`src/rtl/alu_result_stage.sv`:
```
// ALU result stage: tracks issued ALU ops through the ALU latency,
// queues {tag,data,status} in a FWFT FIFO and holds HI/LO and overflow.
module alu_result_stage #(
  parameter int DATA_WIDTH   = 32,
  parameter int CTRL_WIDTH   = 4,
  parameter int STATUS_WIDTH = 4,
  parameter int TAG_WIDTH    = 5,
  parameter int DELAY        = 0,
  parameter int DEPTH        = 4
) (
  input  logic                    clk,
  input  logic                    rst,
  input  logic                    issue_valid,
  output logic                    issue_ready,
  input  logic [CTRL_WIDTH-1:0]   issue_ctrl,
  input  logic [TAG_WIDTH-1:0]    issue_tag,
  input  logic [DATA_WIDTH-1:0]   alu_dataOut,
  input  logic [STATUS_WIDTH-1:0] alu_status,
  input  logic [DATA_WIDTH-1:0]   alu_hi,
  input  logic [DATA_WIDTH-1:0]   alu_lo,
  output logic                    res_valid,
  input  logic                    res_ready,
  output logic [TAG_WIDTH-1:0]    res_tag,
  output logic [DATA_WIDTH-1:0]   res_data,
  output logic [STATUS_WIDTH-1:0] res_status,
  output logic [DATA_WIDTH-1:0]   hi_q,
  output logic [DATA_WIDTH-1:0]   lo_q,
  output logic                    ovf_sticky,
  input  logic                    ovf_clr,
  output logic [$clog2(DEPTH):0]  occupancy
);

  localparam int AW = $clog2(DEPTH);
  localparam int OW = AW + 1;
  localparam int CW = AW + 2;
  localparam logic [CTRL_WIDTH-1:0] MULT = CTRL_WIDTH'(4'h6);

  logic                  acc;
  logic                  cap_v;
  logic [CTRL_WIDTH-1:0] cap_ctrl;
  logic [TAG_WIDTH-1:0]  cap_tag;
  logic [CW-1:0]         inflight;
  logic [OW-1:0]         occ;
  logic [AW-1:0]         wptr;
  logic [AW-1:0]         rptr;
  logic                  push;
  logic                  pop;
  logic                  full;

  logic [TAG_WIDTH-1:0]    tag_m  [DEPTH];
  logic [DATA_WIDTH-1:0]   data_m [DEPTH];
  logic [STATUS_WIDTH-1:0] stat_m [DEPTH];

  assign issue_ready = !rst &&
    ((CW'(occ) + inflight) < CW'(DEPTH));
  assign acc  = issue_valid & issue_ready;
  assign push = cap_v;
  assign pop  = res_valid & res_ready;
  assign full = (occ == OW'(DEPTH));

  generate
    if (DELAY == 0) begin : g_comb
      assign cap_v    = acc;
      assign cap_ctrl = issue_ctrl;
      assign cap_tag  = issue_tag;
      assign inflight = '0;
    end else begin : g_pipe
      logic                  sv [DELAY];
      logic [CTRL_WIDTH-1:0] sc [DELAY];
      logic [TAG_WIDTH-1:0]  st [DELAY];

      // shift accepted ops along the ALU latency
      always_ff @(posedge clk or posedge rst) begin
        if (rst) begin
          for (int i = 0; i < DELAY; i++) begin
            sv[i] <= 1'b0;
            sc[i] <= '0;
            st[i] <= '0;
          end
        end else begin
          sv[0] <= acc;
          sc[0] <= issue_ctrl;
          st[0] <= issue_tag;
          for (int i = 1; i < DELAY; i++) begin
            sv[i] <= sv[i-1];
            sc[i] <= sc[i-1];
            st[i] <= st[i-1];
          end
        end
      end

      // count ops still travelling through the ALU
      always_comb begin
        inflight = '0;
        for (int i = 0; i < DELAY; i++)
          inflight = inflight + CW'(sv[i]);
      end

      assign cap_v    = sv[DELAY-1];
      assign cap_ctrl = sc[DELAY-1];
      assign cap_tag  = st[DELAY-1];
    end
  endgenerate

  // result storage; contents are qualified by occupancy
  always_ff @(posedge clk) begin
    if (push) begin
      tag_m[wptr]  <= cap_tag;
      data_m[wptr] <= alu_dataOut;
      stat_m[wptr] <= alu_status;
    end
  end

  // fifo pointers and entry count
  always_ff @(posedge clk or posedge rst) begin
    if (rst) begin
      wptr <= '0;
      rptr <= '0;
      occ  <= '0;
    end else begin
      if (push) wptr <= wptr + AW'(1);
      if (pop)  rptr <= rptr + AW'(1);
      if (push && !pop)
        occ <= occ + OW'(1);
      else if (pop && !push)
        occ <= occ - OW'(1);
    end
  end

  // architectural HI/LO and sticky overflow
  always_ff @(posedge clk or posedge rst) begin
    if (rst) begin
      hi_q       <= '0;
      lo_q       <= '0;
      ovf_sticky <= 1'b0;
    end else begin
      if (cap_v && cap_ctrl == MULT) begin
        hi_q <= alu_hi;
        lo_q <= alu_lo;
      end
      if (cap_v && alu_status[3])
        ovf_sticky <= 1'b1;
      else if (ovf_clr)
        ovf_sticky <= 1'b0;
    end
  end

  assign occupancy  = occ;
  assign res_valid  = (occ != '0);
  assign res_tag    = res_valid ? tag_m[rptr]  : '0;
  assign res_data   = res_valid ? data_m[rptr] : '0;
  assign res_status = res_valid ? stat_m[rptr] : '0;

  // a push into a full fifo means the credit logic is broken
  always @(posedge clk) begin
    if (!rst)
      assert (!(push && full && !pop));
  end

endmodule

```
`config.mk`:
```
export PLATFORM = sky130hd
export DESIGN_NAME = alu_result_stage
export DESIGN_NICKNAME = d
export VERILOG_FILES = /design/src/rtl/alu_result_stage.sv
export SDC_FILE = /design/constraint.sdc
export NUM_CORES = 1
export LEC_CHECK = 0
export BUFFER_PORTS_ARGS = -buffer_cell sky130_fd_sc_hd__buf_4
export CAP_MARGIN = 20
export CORE_MARGIN = 1.5
export CORE_UTILIZATION = 45
export CTS_BUF_LIST = sky130_fd_sc_hd__clkbuf_16
export DETAILED_ROUTE_END_ITERATION = 16
export PLACE_DENSITY = 0.68
export SETUP_SLACK_MARGIN = 0.02
export SKIP_LAST_GASP = 1
export SLEW_MARGIN = 0
export SYNTH_ARGS = -nofsm -noshare
export SYNTH_HDL_FRONTEND = slang
export SYNTH_SLANG_ARGS = --single-unit
```
`constraint.sdc`:
```
create_clock -name clk -period 2.9 [get_ports clk]
set_clock_uncertainty 0.1 [all_clocks]
set_input_delay 0.58 -clock clk [delete_from_list [all_inputs] [get_ports clk]]
set_output_delay 0.58 -clock clk [all_outputs]
set_load 0.05 [all_outputs]
```
==> metrics.txt <==
# TYPE chip_impl_metric gauge
chip_impl_metric{name="ff2ff_setup_slack",unit="ns"} 0.67
chip_impl_metric{name="buffer_ports.inserted",unit=""} 224
chip_impl_metric{name="areaGrowthSynthToFinish",unit="%"} 31.6
chip_impl_info{name="combinational_family_with_the_most_area_after_synthesis",value="multiplexers"} 1
chip_impl_metric{name="drt_iter0_markers",unit=""} 158
chip_impl_metric{name="numCtsBuffers",unit=""} 24
chip_impl_metric{name="max_cap_violations",unit=""} 0
chip_impl_info{name="endpoint_of_the_worst_hold_timing_path",value="ovf_sticky"} 1
chip_impl_metric{name="fp.dieArea",unit="um^2"} 21400
chip_impl_metric{name="timing.final.crit_period",unit="ns"} 2.79
chip_impl_info{name="rsz0062_at_grt",value="false"} 1
chip_impl_info{name="hp-class",value="input port to flip-flop"} 1
chip_impl_metric{name="grt_pass1_wl",unit="um"} 29100
chip_impl_metric{name="peak_clock_frequency_supported_by_timing",unit="MHz"} 358
chip_impl_metric{name="num_io_pins",unit=""} 225
chip_impl_metric{name="num_antenna_cells",unit=""} 0
chip_impl_metric{name="wl_per_cell",unit="um"} 19.3
chip_impl_metric{name="dpl-instance-area",unit="um^2"} 11300
chip_impl_metric{name="muxShareOfSynthArea",unit="%"} 20.3
chip_impl_metric{name="power_switching_share",unit="%"} 38.3
chip_impl_metric{name="timing.max_slew.rel_slack",unit="%"} 52.0
chip_impl_metric{name="multi_input_comb_area",unit="um^2"} 2380
chip_impl_metric{name="clock_share_of_power",unit="%"} 23.9
chip_impl_info{name="worst_r2r_endpoint",value="occupancy[2]"} 1
chip_impl_metric{name="filler_cell_count",unit=""} 1467
chip_impl_metric{name="pin_count_of_the_biggest_net_entering_global_routing",unit=""} 65
chip_impl_info{name="synth_area_leader_cell",value="edfxtp_1"} 1
chip_impl_metric{name="tightestPinTransition",unit="ns"} 0.711
chip_impl_info{name="netlist_top_cells_area",value="edfxtp_1 53%, dfrtp_1 19%, mux4_2 10%, mux2_4 9.7%, and2_1 3.0%"} 1
chip_impl_metric{name="clock_latency",unit="ns"} 0.50
chip_impl_metric{name="pwr-share-comb",unit="%"} 43.3
chip_impl_metric{name="leakage",unit="nW"} 5.12
chip_impl_metric{name="post_cts_hold_buffer_count",unit=""} 1
chip_impl_metric{name="crit_required",unit="ns"} 2.22
chip_impl_metric{name="placement_rows",unit=""} 52
chip_impl_info{name="final_common_cell",value="buf_4"} 1
chip_impl_metric{name="maxSlewViolCount",unit=""} 0
chip_impl_metric{name="layout-drive-gt1-share",unit="%"} 54.7
chip_impl_metric{name="syn_area_per_cell",unit="um^2"} 21.2
chip_impl_metric{name="power.net_switching",unit="mW"} 5.13
chip_impl_metric{name="post-cts-setup-buffers",unit=""} 0
chip_impl_metric{name="post_synth_and_or_nand_nor_area_fraction",unit="%"} 3.80
chip_impl_metric{name="synth_nets",unit=""} 557
chip_impl_metric{name="clk_path_buf_depth",unit=""} 3
chip_impl_metric{name="chipHeight",unit="um"} 146
chip_impl_metric{name="finalHoldViolations",unit=""} 0
chip_impl_metric{name="detailedRoute.firstPassIterationCount",unit=""} 4
chip_impl_metric{name="post_synthesis_register_bit_count",unit=""} 236
chip_impl_metric{name="design.core.area",unit="um^2"} 20200
chip_impl_metric{name="clk_pin_slew_worst_paths",unit="ns"} 0.06
chip_impl_metric{name="viasPerCell",unit=""} 4.93
chip_impl_metric{name="fin_crit_sh",unit="%"} 96.2
chip_impl_metric{name="synth.yosys.warnings",unit=""} 0
chip_impl_info{name="cts_root_buffer",value="clkbuf_16"} 1
chip_impl_metric{name="synth_cell_types",unit=""} 22
chip_impl_info{name="cp-start-kind",value="flip-flop"} 1
chip_impl_metric{name="worst-r2r-cell-count",unit=""} 8
chip_impl_metric{name="final.setup.tns",unit="ns"} 0
chip_impl_metric{name="ctsResizeCount",unit=""} 0
chip_impl_metric{name="ir_drop",unit="mV"} 0.569
chip_impl_metric{name="die_width",unit="um"} 146
chip_impl_info{name="cts_tree",value="done"} 1
chip_impl_metric{name="post_synth_fa_ha_maj_area_fraction",unit="%"} 0.892
chip_impl_metric{name="timing.final.setup_violations",unit=""} 0
chip_impl_info{name="reg2reg_from",value="occupancy[0]"} 1
chip_impl_info{name="layout_common_cells",value="228 x buf_4, 164 x edfxtp_1, 70 x dfrtp_1, 60 x mux2_4"} 1
chip_impl_metric{name="gp_routability_congestion",unit=""} 0.722
chip_impl_info{name="hold_path_startpoint",value="ovf_clr"} 1
chip_impl_metric{name="clock_sinks",unit=""} 236
chip_impl_metric{name="share_seq_of_total_power",unit="%"} 32.8
chip_impl_metric{name="totalWireLength",unit="um"} 18700
chip_impl_metric{name="number_of_antenna_violations_at_the_first_check_in_global_routing",unit=""} 0
chip_impl_info{name="path_class",value="flip-flop to primary output"} 1
chip_impl_metric{name="fin_util",unit="%"} 60.4
chip_impl_metric{name="cts.htree.levels",unit=""} 1
chip_impl_info{name="run_status",value="complete, no violations"} 1
chip_impl_metric{name="ys_seq_area_share",unit="%"} 72.7
chip_impl_metric{name="synth_largest_type_area_fraction",unit="%"} 53.2
chip_impl_info{name="worst_setup_path_end_kind",value="primary output"} 1
chip_impl_metric{name="timing.final.ws_setup",unit="ns"} 0.110
chip_impl_metric{name="hpwl",unit="um"} 12300
chip_impl_metric{name="grt.total_usage",unit="%"} 17.6
chip_impl_metric{name="cell_area_synth",unit="um^2"} 9250
chip_impl_metric{name="antenna_violating_nets_post_route",unit=""} 0
chip_impl_metric{name="grt-ovfl-total",unit=""} 0
chip_impl_metric{name="initial_core_util",unit="%"} 45.9
chip_impl_metric{name="remaining_drc_errors",unit=""} 0
chip_impl_metric{name="final_standard_cell_area_without_fillers",unit="um^2"} 12200
chip_impl_metric{name="pre_cts_setup_slack",unit="ns"} 0.612
chip_impl_metric{name="sequential_area",unit="um^2"} 6730
chip_impl_metric{name="finalNetCount",unit=""} 799
chip_impl_metric{name="synth-compound-area-share",unit="%"} 0.108
chip_impl_metric{name="holdPathStages",unit=""} 2
chip_impl_metric{name="synth_cells",unit=""} 437
chip_impl_metric{name="timing.hold.ws",unit="ns"} 0.166
chip_impl_metric{name="cell_internal_pwr",unit="mW"} 8.26
chip_impl_metric{name="first_global_vias",unit=""} 5377
chip_impl_metric{name="pwr_density_cell",unit="nW/um^2"} 1100
chip_impl_metric{name="synth_xor_area_share",unit="%"} 0.568
chip_impl_metric{name="vias",unit=""} 4767
chip_impl_metric{name="path_max_fanout",unit=""} 14
chip_impl_metric{name="crit_arrival",unit="ns"} 2.11
[cells in the mapped netlist]
cell,instances
fa_1,1
nor2_1,2
xor2_1,2
dfrtp_1,72
mux2_2,5
o21ai_0,2
ha_1,5
buf_6,6
mux2_4,60
nor4bb_1,1
and2_1,45
inv_1,5
nor3b_4,1
nand3_1,1
or3_1,1
clkbuf_1,10
xnor2_1,4
nand2_1,3
buf_2,5
nand2_4,1
edfxtp_1,164
mux4_2,41
[power groups by stage]
stage / clock network [mW] / logic (mW) / registers [mW]
after detailed placement: 0 / 5.89 / 4.45
after floorplan: 0 / 3.21 / 5.35
after CTS: 3.27 / 5.88 / 4.40
final: 3.20 / 5.80 / 4.39
after global routing: 3.40 / 6.06 / 4.45
after global placement: 0 / 5.83 / 4.43
[worst max-delay path by stage]
| stage | slack [ns] | startpoint | end | depth (start not counted) |
|---|---|---|---|---|
| 2_1_floorplan | 0.03 | occupancy[2] | res_data[25] | 4 |
| 3_3_place_gp | 0.58 | issue_ctrl[0] | hi_q[1] | 5 |
| 3_5_place_dp | 0.61 | rst | data_m[0][0] | 5 |
| 4_1_cts | 0.06 | rptr[0] | res_tag[2] | 4 |
| 5_1_grt | 0.03 | rptr[0] | res_tag[2] | 4 |
| 6_report | 0.11 | rptr[0] | res_tag[3] | 4 |
[through the flow]
step | cells | power, mW
6_report | 967 | 13.4
5_1_grt | 967 | 13.9
4_1_cts | 967 | 13.5
3_5_place_dp | 922 | 10.3
3_3_place_gp | 922 | 10.3
2_1_floorplan | 437 | 8.56
[kinds of logic after synthesis]
| logic type | after synthesis |
|---|---|
| DFF | 236 |
| muxes | 106 |
| and+or+nand+nor | 55 |
| buffers and inverters | 26 |
| xor gates and xnor gates | 6 |
| adders and majority gates | 6 |
| AOI/OAI and AO/OA | 2 |
[per-layer routing]
| layer | wire length [um] | GRT usage, % |
|---|---|---|
| met5 | 0 | 0 |
| met4 | 286 | 4.19 |
| met3 | 1650 | 5.75 |
| met2 | 9120 | 29.8 |
| met1 | 7620 | 22.0 |
[state kept, by name, summed over array words and instances (netlist names)]
register / count
data_m: 128
hi_q: 32
lo_q: 32
occupancy: 3
ovf_sticky: 1
rptr: 2
stat_m: 16
tag_m: 20
wptr: 2
[worst max-delay path, stage by stage, from the launching register on]
cell     delay (ns)
dfrtp_2        0.38
buf_4          0.30
mux4_2         0.54
and2_1         0.19
buf_4          0.19
[final cells by class]
| type | instances | area share, % |
|---|---|---|
| Sequential cell | 236 | 55.3 |
| Multi-Input combinational cell | 175 | 19.6 |
| Timing Repair Buffer | 237 | 15.5 |
| Clock buffer | 25 | 5.14 |
| Tap cell | 270 | 2.77 |
| Clock inverter | 19 | 1.66 |
| Inverter | 5 | 0.154 |
Power figures use the tool's default switching activity.
